<file path="config.mk">
export PLATFORM = sky130hd
export DESIGN_NAME = req_pending_latch
export DESIGN_NICKNAME = d
export VERILOG_FILES = /design/src/rtl/req_pkg.sv /design/src/rtl/sync_bus.sv /design/src/rtl/req_pending_latch.sv
export SDC_FILE = /design/constraint.sdc
export NUM_CORES = 1
export LEC_CHECK = 0
export ABC_AREA = 1
export BUFFER_PORTS_ARGS = -buffer_cell sky130_fd_sc_hd__buf_4
export CAP_MARGIN = 10
export CORE_MARGIN = 8
export CORE_UTILIZATION = 40
export CTS_CLUSTER_SIZE = 30
export DETAILED_ROUTE_END_ITERATION = 10
export PLACE_DENSITY = 0.68
export SYNTH_ARGS = -nofsm -noshare
export SYNTH_HDL_FRONTEND = slang
export SYNTH_SLANG_ARGS = --single-unit
</file>
<file path="constraint.sdc">
create_clock -name clk -period 1.7 [get_ports clk]
set_input_delay 0.34 -clock clk [delete_from_list [all_inputs] [get_ports clk]]
set_output_delay 0.34 -clock clk [all_outputs]
set_load 0.1 [all_outputs]
</file>
<file path="src/rtl/req_pkg.sv">
// Shared widths and codes for the 16-input priority encoder datapath.
// Constants only; no logic, no latency, no flow control.
package req_pkg;
    localparam int         REQ_WIDTH   = 16;
    localparam int         REQ_IDX_W   = 4;
    localparam logic [7:0] NO_REQ_CODE = 8'hF0;
endpackage

</file>
<file path="src/rtl/sync_bus.sv">
// Multi-bit flop-chain synchroniser; latency SYNC_STAGES edges.
// No backpressure: each bit is an independent level, sampled every cycle.
module sync_bus #(
    parameter int WIDTH       = 16,
    parameter int SYNC_STAGES = 2
) (
    input  logic             clk,
    input  logic             rst_n,
    input  logic [WIDTH-1:0] async_in,
    output logic [WIDTH-1:0] sync_out
);

    logic [WIDTH-1:0] stage_q [SYNC_STAGES];
    logic [WIDTH-1:0] stage_d [SYNC_STAGES];

    always_comb begin
        stage_d[0] = async_in;
        for (int s = 1; s < SYNC_STAGES; s++) begin
            stage_d[s] = stage_q[s-1];
        end
    end

    always_ff @(posedge clk or negedge rst_n) begin
        if (!rst_n) begin
            for (int s = 0; s < SYNC_STAGES; s++) begin
                stage_q[s] <= '0;
            end
        end else begin
            stage_q <= stage_d;
        end
    end

    assign sync_out = stage_q[SYNC_STAGES-1];

endmodule

</file>
<file path="src/rtl/req_pending_latch.sv">
// Sticky rising-edge request capture feeding the priority encoder; pending set SYNC_STAGES edges after req_in sampled high.
// No backpressure: bits hold until acked, and a repeat edge on a held bit is coalesced and flagged in overrun.
module req_pending_latch
    import req_pkg::*;
#(
    parameter int WIDTH       = REQ_WIDTH,
    parameter int SYNC_STAGES = 2
) (
    input  logic                     clk,
    input  logic                     rst_n,
    input  logic [WIDTH-1:0]         req_in,
    input  logic                     mask_wr,
    input  logic [WIDTH-1:0]         mask_data,
    input  logic                     ack_valid,
    input  logic [$clog2(WIDTH)-1:0] ack_idx,
    input  logic                     overrun_clr,
    output logic [WIDTH-1:0]         pend_out,
    output logic                     pend_valid,
    output logic [WIDTH-1:0]         pending_raw,
    output logic [WIDTH-1:0]         overrun
);

    logic [WIDTH-1:0] sync_w;
    logic [WIDTH-1:0] rise;
    logic [WIDTH-1:0] ack_vec;
    logic [WIDTH-1:0] hist_q, hist_d;
    logic [WIDTH-1:0] pend_q, pend_d;
    logic [WIDTH-1:0] ovr_q,  ovr_d;
    logic [WIDTH-1:0] mask_q, mask_d;

    sync_bus #(
        .WIDTH      (WIDTH),
        .SYNC_STAGES(SYNC_STAGES)
    ) u_sync (
        .clk     (clk),
        .rst_n   (rst_n),
        .async_in(req_in),
        .sync_out(sync_w)
    );

    always_comb begin
        ack_vec = '0;
        if (ack_valid) begin
            ack_vec[ack_idx] = 1'b1;
        end
        rise   = sync_w & ~hist_q;
        hist_d = sync_w;
        // A rise wins over an ack on the same bit: it is a fresh event.
        pend_d = rise | (pend_q & ~ack_vec);
        ovr_d  = (ovr_q & {WIDTH{~overrun_clr}}) | (rise & pend_q & ~ack_vec);
        mask_d = mask_wr ? mask_data : mask_q;
    end

    always_ff @(posedge clk or negedge rst_n) begin
        if (!rst_n) begin
            hist_q <= '0;
            pend_q <= '0;
            ovr_q  <= '0;
            mask_q <= '1;
        end else begin
            hist_q <= hist_d;
            pend_q <= pend_d;
            ovr_q  <= ovr_d;
            mask_q <= mask_d;
        end
    end

    assign pend_out    = pend_q & mask_q;
    assign pend_valid  = |pend_out;
    assign pending_raw = pend_q;
    assign overrun     = ovr_q;

endmodule

</file>
==> results of run 1 <==
-- state kept, by name, indices dropped and copies added (netlist names) --
signal / flops
hist_q: 16
mask_q: 16
overrun: 16
pending_raw: 16
u_sync.stage_d: 16
u_sync.sync_out: 16
-- worst paths after layout --
| kind | end | from | slack, ns |
|---|---|---|---|
| max | pend_valid | mask_q[6] | -0.06 |
| min | u_sync.stage_d[3] | req_in[3] | 0.1 |
| max reg2reg | overrun[12] | pending_raw[12] | 0.87 |
| min reg2reg | u_sync.sync_out[14] | u_sync.stage_d[14] | 0.35 |
| max in group asynchronous | mask_q[5] | rst_n | 0.65 |
| min in group asynchronous | u_sync.sync_out[8] | rst_n | 0.46 |
-- repair_timing --
| item | in CTS | in global routing |
|---|---|---|
| pin swaps | 8 | 10 |
| hold buffers | 1 | 0 |
| resized for setup | 10 | 18 |
| setup endpoints to repair | 3 | 5 |
| hold endpoints to repair | 21 | 0 |
| setup buffers | 1 | 0 |
-- per-stage QoR --
step | total power, mW | std cells | utilization (%)
after floorplan | 3.604 | 313 | -
after global placement | 3.983 | 509 | 50.59
after detailed placement | 4.003 | 509 | 50.59
after CTS | 5.378 | 527 | 53.28
after global routing | 5.586 | 527 | 53.79
final | 5.336 | 527 | 53.79
-- layout make-up --
cell class	instances	area [µm²]	share of cell area (%)
Sequential cell	96	2442	53.10
Clock inverter	5	31.28	0.6801
Clock buffer	11	151.4	3.292
Timing Repair Buffer	94	757.0	16.46
Multi-Input combinational cell	167	898.4	19.53
Tap cell	108	135.1	2.938
Inverter	46	183.9	3.999
-- power by group --
part	switching, mW	total, mW	internal, mW
Clock	0.747	1.35	0.607
Sequential	0.0947	2.57	2.47
Combinational	1.09	1.41	0.328
Total	1.93	5.34	3.41
-- placed cells by master, fill, tap and decap left out, drive strengths merged --
cell type     n
buf          93
clkinv        4
nor2         31
inv          43
nand3        17
dfstp        16
o21ai        31
clkinvlp      4
nand4         1
clkbuf       11
nand2        70
dfrtp        80
o21bai        1
mux2         16
dlygate4sd3   1
-- routing by layer --
layer  GRT usage (%)  part of all wire (%)
met4           5.207                   1.1
met2           22.31                    50
met3           4.137                   6.1
met5               0                     0
met1           17.00                    43
-- worst max-delay path, delay by kind of cell (launching register included) --
| family | cells | cell delay [ns] |
|---|---|---|
| and+or+nand+nor | 5 | 0.32 |
| buffers and inverters | 2 | 0.21 |
| DFF | 1 | 0.54 |
-- cells by family (layout without fill, tap and decap cells) --
kind of cell | count (synthesis) | after routing | synth area share [%]
compound gates | 32 | 32 | 4.683
flops | 96 | 96 | 69.74
simple gates | 119 | 119 | 14.48
buf+inv | 50 | 156 | 5.908
mux | 16 | 16 | 5.187
==> impl_metrics.env, run 1 <==
export IMPL_die_h_um=109.2
export IMPL_post_route_min_period_ns=1.758
export IMPL_clk_pin_slew_ns=0.09
export IMPL_setup_viol=1
export IMPL_dp_slack_ns=0.1812
export IMPL_layout_setup_ws_ns=-0.05781
export IMPL_fin_tns_setup_ns=-0.05781
export IMPL_crit_type="reg -> out"
export IMPL_finalHoldViolCount=0
export IMPL_whs_path_depth=1
export IMPL_hpwlAfterDp_um=5845
export IMPL_dieArea_mm2=0.01192
export IMPL_min_path_type="in -> reg"
export IMPL_status="finished, violations left"
export IMPL_path_max_fanout=2
export IMPL_grt_pass1_wl_um=12500
export IMPL_finalMaxSlewViolations=0
export IMPL_slew_headroom_pct=74.63
export IMPL_ys_types=15
export IMPL_end_kind="output pin"
export IMPL_synthTopCellsByCount="dfrtp_1, nand2_1, inv_1, nor2_1, o21ai_0"
export IMPL_max_clock_freq_mhz=568.9
export IMPL_avgViaCountPerCell=4.526
export IMPL_clk_latency_ns=0.34
export IMPL_rsz0062_at_grt="true"
export IMPL_drive_gt1_share_pct=44.39
export IMPL_ys_warn_count=0
export IMPL_synth_largest_area_cell="dfrtp_1"
export IMPL_worst_hold_slack_ns=0.09708
export IMPL_syn_area_per_cell_um2=11.10
export IMPL_postLayoutCellArea_mm2=0.004599
export IMPL_drt_iter0_markers=74
export IMPL_drv_cap=0
export IMPL_grt_usage_pct=13.77
export IMPL_nFillCells=726
export IMPL_crit_path_frequent_cell="nand2_2"
export IMPL_failed_checks="negative setup slack"
export IMPL_synth_edf_count=0
export IMPL_start_util_pct=40.62
export IMPL_h_tree_depth=3
export IMPL_nNetsFinal=455
export IMPL_antenna_found_initial=0
export IMPL_worst_endpoint_required_ns=1.36
export IMPL_synthArstFlopShare_pct=100.0
export IMPL_n_antenna_cell=0
export IMPL_yosysMostFrequentCell="dfrtp_1"
export IMPL_clock_sinks=96
export IMPL_syn_area_mm2=0.003473
export IMPL_leakagePower_nw=2.266
export IMPL_placeableCoreArea_mm2=0.008551
export IMPL_synth_top_cell_area_share_pct=57.64
export IMPL_crit_path_cell_trace="nand2_1 > nand2_2 > inv_2 > nand2_2 > nor2_2 > nand2_2 > buf_12"
export IMPL_globalplace_congestion=0.7704
export IMPL_cts_tree="built"
export IMPL_synth_seq_cells=96
export IMPL_start_kind="register"
export IMPL_synth_top_cells_by_area="dfrtp_1, dfstp_2, nand2_1"
export IMPL_fin_skew_ns=0.002198
export IMPL_cts_root_buf="clkbuf_8"
export IMPL_area_growth_pct=32.42
export IMPL_worstRegToRegCells=3
export IMPL_detail_route_wl_per_cell_um=14.69
export IMPL_placed_cell_area_mm2=0.004325
export IMPL_io_buffers=89
export IMPL_syn_num_nets=354
export IMPL_irDropWorstVdd_uv=623.5
export IMPL_netlist_instances=313
export IMPL_first_pass_iters=4
export IMPL_io_pins=90
export IMPL_worst_ep_arrival_time_ns=1.42
export IMPL_ant_nets=0
export IMPL_worstMarginPinSlew_ns=0.3806
export IMPL_clockBufferDepth=2
export IMPL_num_rows=34
export IMPL_max_stage_delay_ns=0.54
export IMPL_route_vias_total=2385
export IMPL_yosysSeqAreaShare_pct=69.74
export IMPL_cts_buffers=9
export IMPL_powerDensity_mw_per_mm2=1160
export IMPL_cpMaxStageDelayCell="dfstp_2"
export IMPL_drc=0
export IMPL_grt_pass1_vias=2487
export IMPL_grt_ovfl_total=0
export IMPL_wirelength_um=7740
export IMPL_min_period_over_period_pct=103.4
export IMPL_grt_max_degree=40
export IMPL_ys_flop_type="dfrtp_1"
export IMPL_die_w_um=109.2
Power figures use the tool's default switching activity.
==> run 2, diff against run 1 <==
- RECOVER_POWER: not set -> 25
==> run 2 against run 1 <==
The flow still finishes with violations (negative setup slack). Total power barely moved. Non-clock buffer count is the same. First-iteration DRC count fell by 2.7%. Register-to-register slack about the same. Via count increased by 0.21%. Wire length down 0.13%. Highest routed layer unchanged. Largest power group unchanged. Critical path depth is the same. Worst setup slack got worse by 0.012 ns. Largest cell class unchanged. Sequential share of layout area unchanged. Clock power about the same.
==> impl_metrics.env, run 2 (synthesis results as in run 1) <==
export IMPL_crit_buf_inv=2
export IMPL_clk_pin_slew_ns=0.09
export IMPL_path_max_fanout=2
export IMPL_wl_met3_um=454
export IMPL_setup_viol=1
export IMPL_clk_latency_ns=0.34
export IMPL_leakagePower_nw=2.261
export IMPL_ant_nets=0
export IMPL_start_kind="register"
export IMPL_stdcell_count=527
export IMPL_top_layer="met4"
export IMPL_cts_buffers=9
export IMPL_drt_iter0_markers=72
export IMPL_start_util_pct=40.62
export IMPL_route_vias_total=2390
export IMPL_cts_tree="built"
export IMPL_n_antenna_cell=0
export IMPL_max_clock_freq_mhz=565.1
export IMPL_h_tree_depth=3
export IMPL_end_kind="output pin"
export IMPL_drc=0
export IMPL_post_route_min_period_ns=1.770
export IMPL_status="finished, violations left"
export IMPL_grt_pass1_vias=2487
export IMPL_slew_headroom_pct=74.62
export IMPL_powerDensity_mw_per_mm2=1159
export IMPL_layout_setup_ws_ns=-0.06963
export IMPL_clock_sinks=96
export IMPL_r2r_slack_ns=0.87
export IMPL_grt_max_degree=40
export IMPL_cpMaxStageDelayCell="dfstp_1"
export IMPL_io_pins=90
export IMPL_cts_root_buf="clkbuf_8"
export IMPL_irDropWorstVdd_uv=624.1
export IMPL_drv_cap=0
export IMPL_mostFrequentLayoutCell="buf_4"
export IMPL_grt_usage_pct=13.77
export IMPL_io_buffers=89
export IMPL_min_delay_start="req_in[3]"
export IMPL_die_h_um=109.2
export IMPL_worst_hold_slack_ns=0.1164
export IMPL_worst_endpoint_required_ns=1.36
export IMPL_met2_length_um=3813
export IMPL_r2r_end="overrun[12]"
export IMPL_num_rows=34
export IMPL_dpl_cell_count=509
export IMPL_first_pass_iters=4
export IMPL_area_growth_pct=32.42
export IMPL_finalMaxSlewViolations=0
export IMPL_critPathTopFamily="flip-flops"
export IMPL_min_path_type="in -> reg"
export IMPL_max_stage_delay_ns=0.55
export IMPL_globalplace_congestion=0.7704
export IMPL_placed_cell_area_mm2=0.004325
export IMPL_clockBufferDepth=2
export IMPL_wirelength_um=7730
export IMPL_antenna_found_initial=0
export IMPL_worstRegToRegCells=3
export IMPL_layout_common_cells="buf_4, dfrtp_1, nand2_1"
export IMPL_dieArea_mm2=0.01192
export IMPL_r2r_start="pending_raw[12]"
export IMPL_worst_ep_arrival_time_ns=1.43
export IMPL_worstMarginPinSlew_ns=0.3806
export IMPL_m1WireLength_um=3359
export IMPL_grt_pass1_wl_um=12500
export IMPL_finalHoldViolCount=0
export IMPL_grt_ovfl_total=0
export IMPL_rsz0062_at_grt="true"
export IMPL_postLayoutCellArea_mm2=0.004599
export IMPL_hpwlAfterDp_um=5845
export IMPL_final_util_pct=53.79
export IMPL_drive_gt1_share_pct=43.44
export IMPL_fin_skew_ns=0.002163
export IMPL_crit_path_frequent_cell="nand2_2"
export IMPL_whs_path_depth=1
export IMPL_avgViaCountPerCell=4.535
export IMPL_nNetsFinal=455
export IMPL_failed_checks="negative setup slack"
export IMPL_min_period_over_period_pct=104.1
export IMPL_die_w_um=109.2
export IMPL_crit_type="reg -> out"
export IMPL_dp_slack_ns=0.1812
export IMPL_placeableCoreArea_mm2=0.008551
export IMPL_detail_route_wl_per_cell_um=14.67
export IMPL_crit_path_cell_trace="nand2_2 > nand2_2 > inv_1 > nand2_1 > nor2_2 > nand2_2 > buf_12"
export IMPL_min_to="u_sync.stage_d[3]"
==> run 2: layer usage <==
metal / vias to the layer above / global-route usage [%]
met3: 9 / 4.137
met1: 1150 / 17.00
met4: 0 / 5.207
met5: - / 0
met2: 52 / 22.31
li1: 1179 / -
==> run 2: repair_timing <==
action,4_1_cts,5_1_grt
hold endpoints to repair,21,0
setup buffers,1,0
pin swaps,8,10
hold buffers,1,0
setup endpoints to repair,3,5
gates resized for setup,10,18
==> run 2: through the flow <==
step | TNS [ns] | total power, mW
final | -0.06963 | 5.331
after global routing | -0.1378 | 5.580
after CTS | -0.1010 | 5.378
after detailed placement | 0 | 4.003
after global placement | 0 | 3.983
after floorplan | -0.7984 | 3.604
==> run 2: worst max-delay path by stage <==
stage	end	slack [ns]	startpoint	cells past startpoint
after floorplan	pend_out[0]	-0.06	pending_raw[0]	2
after global placement	pend_valid	0.18	pending_raw[14]	5
after detailed placement	pend_valid	0.18	pending_raw[14]	5
after CTS	pend_valid	-0.10	mask_q[10]	7
after global routing	pend_valid	-0.13	mask_q[3]	7
final	pend_valid	-0.07	mask_q[11]	7
==> run 2: area by class of cell <==
type	instances	area (µm²)
multi-input combinational	167	898.4
clock inverter	5	31.28
sequential	96	2442
inverter	46	183.9
tap	108	135.1
timing repair buffer	94	757.0
fill	726	3951
clock buffer	11	151.4
==> run 2: power breakdown <==
group / internal, mW / switching [mW] / total [mW]
registers: 2.47 / 0.0946 / 2.56
logic: 0.325 / 1.09 / 1.41
clock network: 0.607 / 0.749 / 1.36
total: 3.40 / 1.93 / 5.33
==> run 3, diff against run 2 <==
- CTS_BUF_LIST: not set -> sky130_fd_sc_hd__clkbuf_2 sky130_fd_sc_hd__clkbuf_4 sky130_fd_sc_hd__clkbuf_8
- clock period: 1.7 -> 1.9 ns (I/O delays scaled with it)
==> run 3 against run 2 <==
The run now ends clean. Non-clock buffer count increased by 4. Register-to-register slack improved by 0.19 ns. Sequential share of layout area decreased by 0.32 points. Cell count increased by 0.76%. Sequential power decreased by 11%. Flip-flop and latch count unchanged. First-iteration DRC count increased by 15%. Combinational power decreased by 11%. Clock skew increased by 0.0076 ns. Via count increased by 2.2%. Largest power group unchanged. Clock power increased by 12%.
==> impl_metrics.env, run 3 (synthesis results as in run 1) <==
export IMPL_dieArea_mm2=0.01192
export IMPL_avgViaCountPerCell=4.601
export IMPL_io_buffers=89
export IMPL_route_vias_total=2443
export IMPL_seq_area_mm2=0.002442
export IMPL_clockBufferDepth=2
export IMPL_rsz0062_at_grt="true"
export IMPL_crit_cells=7
export IMPL_p_seq_share_pct=45.3
export IMPL_nNetsFinal=459
export IMPL_finalMaxSlewViolations=0
export IMPL_cts_tree="built"
export IMPL_grt_usage_pct=14.09
export IMPL_worst_endpoint_required_ns=1.52
export IMPL_max_stage_delay_ns=0.54
export IMPL_p_int_mw=3.318
export IMPL_clock_sinks=96
export IMPL_status="finished clean"
export IMPL_max_clock_freq_mhz=542.7
export IMPL_fin_skew_ns=0.009750
export IMPL_first_pass_iters=4
export IMPL_r2r_slack_ns=1.06
export IMPL_grt_pass1_vias=2541
export IMPL_ant_nets=0
export IMPL_detail_route_wl_per_cell_um=14.86
export IMPL_start_util_pct=40.62
export IMPL_cts_root_buf="clkbuf_8"
export IMPL_globalplace_congestion=0.8101
export IMPL_clk_latency_ns=0.36
export IMPL_start_kind="register"
export IMPL_power_frac_clock_pct=30.1
export IMPL_drt_iter0_markers=83
export IMPL_finalHoldViolCount=0
export IMPL_postLayoutCellArea_mm2=0.004627
export IMPL_die_h_um=109.2
export IMPL_layout_common_cells="buf_4, dfrtp_1, nand2_1"
export IMPL_p_comb_share_pct=24.6
export IMPL_dp_slack_ns=0.3370
export IMPL_io_pins=90
export IMPL_min_period_over_period_pct=96.99
export IMPL_cts_buffers=9
export IMPL_swShare_pct=34.46
export IMPL_grt_max_degree=49
export IMPL_h_tree_depth=3
export IMPL_power_total_mw=5.063
export IMPL_n_antenna_cell=0
export IMPL_drv_cap=0
export IMPL_drc=0
export IMPL_multiInputGateArea_um2=875.8
export IMPL_placed_cell_area_mm2=0.004302
export IMPL_setup_viol=0
export IMPL_crit_path_cell_trace="nand2_2 > nand2_1 > inv_1 > nand2_1 > nor2_2 > nand2_2 > buf_12"
export IMPL_wirelength_um=7891
export IMPL_irDropWorstVdd_uv=615.7
export IMPL_placeableCoreArea_mm2=0.008551
export IMPL_die_w_um=109.2
export IMPL_drive_gt1_share_pct=41.37
export IMPL_area_growth_pct=33.21
export IMPL_post_route_min_period_ns=1.843
export IMPL_worst_ep_arrival_time_ns=1.46
export IMPL_min_path_type="in -> reg"
export IMPL_path_max_fanout=2
export IMPL_layout_setup_ws_ns=0.05723
export IMPL_crit_buf_inv=2
export IMPL_end_kind="output pin"
export IMPL_powerDensity_mw_per_mm2=1094
export IMPL_num_rows=34
export IMPL_hpwlAfterDp_um=6000
export IMPL_worst_hold_slack_ns=0.1420
export IMPL_crit_type="reg -> out"
export IMPL_critPathTopFamily="flip-flops"
export IMPL_final_util_pct=54.11
export IMPL_leakagePower_nw=2.315
export IMPL_cpMaxStageDelayCell="dfstp_2"
export IMPL_nFillCells=765
export IMPL_worstRegToRegCells=3
export IMPL_grt_ovfl_total=0
export IMPL_whs_path_depth=1
export IMPL_grt_pass1_wl_um=12750
export IMPL_switchingPower_mw=1.745
export IMPL_clk_pin_slew_ns=0.09
export IMPL_mostFrequentLayoutCell="buf_4"
export IMPL_worstMarginPinSlew_ns=0.4061
export IMPL_antenna_found_initial=0
export IMPL_slew_headroom_pct=72.93
==> run 3: cell count changes in the layout (fill, tap and decap cells not counted), moves of 4 or more <==
cell	previous run	this run
buf_4	71	79
clkinvlp_4	4	0
inv_1	41	46
nand2_1	51	60
nand2_2	19	10
==> run 3: timing repair <==
item | CTS | global route
endpoints found under the hold margin | 22 | 0
hold buffers | 1 | 0
buffers inserted | 0 | 5
gates resized for setup | 2 | 12
setup endpoints to repair | 1 | 1
pin swaps | 0 | 9
==> run 3: area by class of cell <==
| cell class | count | area share (%) |
|---|---|---|
| Sequential cell | 96 | 52.79 |
| Inverter | 46 | 3.732 |
| Tap cell | 108 | 2.921 |
| Clock inverter | 5 | 1.866 |
| Multi-Input combinational cell | 167 | 18.93 |
| Timing Repair Buffer | 98 | 16.50 |
| Clock buffer | 11 | 3.272 |
==> run 3: final timing paths <==
kind | start | endpoint
worst max-delay path | mask_q[10] | pend_valid
worst min-delay path | req_in[2] | u_sync.stage_d[2]
worst max register to register | hist_q[13] | overrun[13]
worst min register to register | u_sync.stage_d[13] | u_sync.sync_out[13]
max in group asynchronous | rst_n | mask_q[6]
min in group asynchronous | rst_n | u_sync.stage_d[9]
==> run 3: power by group through the flow <==
stage / registers (mW) / logic [mW] / clock network (mW)
3_5_place_dp: 2.33 / 1.24 / 0
4_1_cts: 2.29 / 1.25 / 1.56
5_1_grt: 2.31 / 1.31 / 1.65
6_report: 2.29 / 1.25 / 1.52
3_3_place_gp: 2.32 / 1.23 / 0
2_1_floorplan: 2.72 / 0.496 / 0
==> run 3: through the flow <==
step,TNS (ns),cells
5_1_grt,-0.009085,531
3_3_place_gp,0,509
2_1_floorplan,0,313
6_report,0,531
4_1_cts,0,526
3_5_place_dp,0,509
==> run 3: worst register-to-register path, delay by kind of cell, from the launching register on <==
| kind | cells | cell delay, ns |
|---|---|---|
| AO/OA/AOI/OAI | 1 | 0.22 |
| flip-flops | 1 | 0.38 |
| AND/OR/NAND/NOR | 2 | 0.15 |
==> run 3: metal layers <==
layer  vias to the layer above  global-route usage (%)  routed length (µm)
met2                        75                   22.40                3802
li1                       1181                       -                   -
met1                      1176                   17.56                3397
met3                        11                   4.787                 562
met4                         0                   4.918                 129
met5                         -                       0                   0
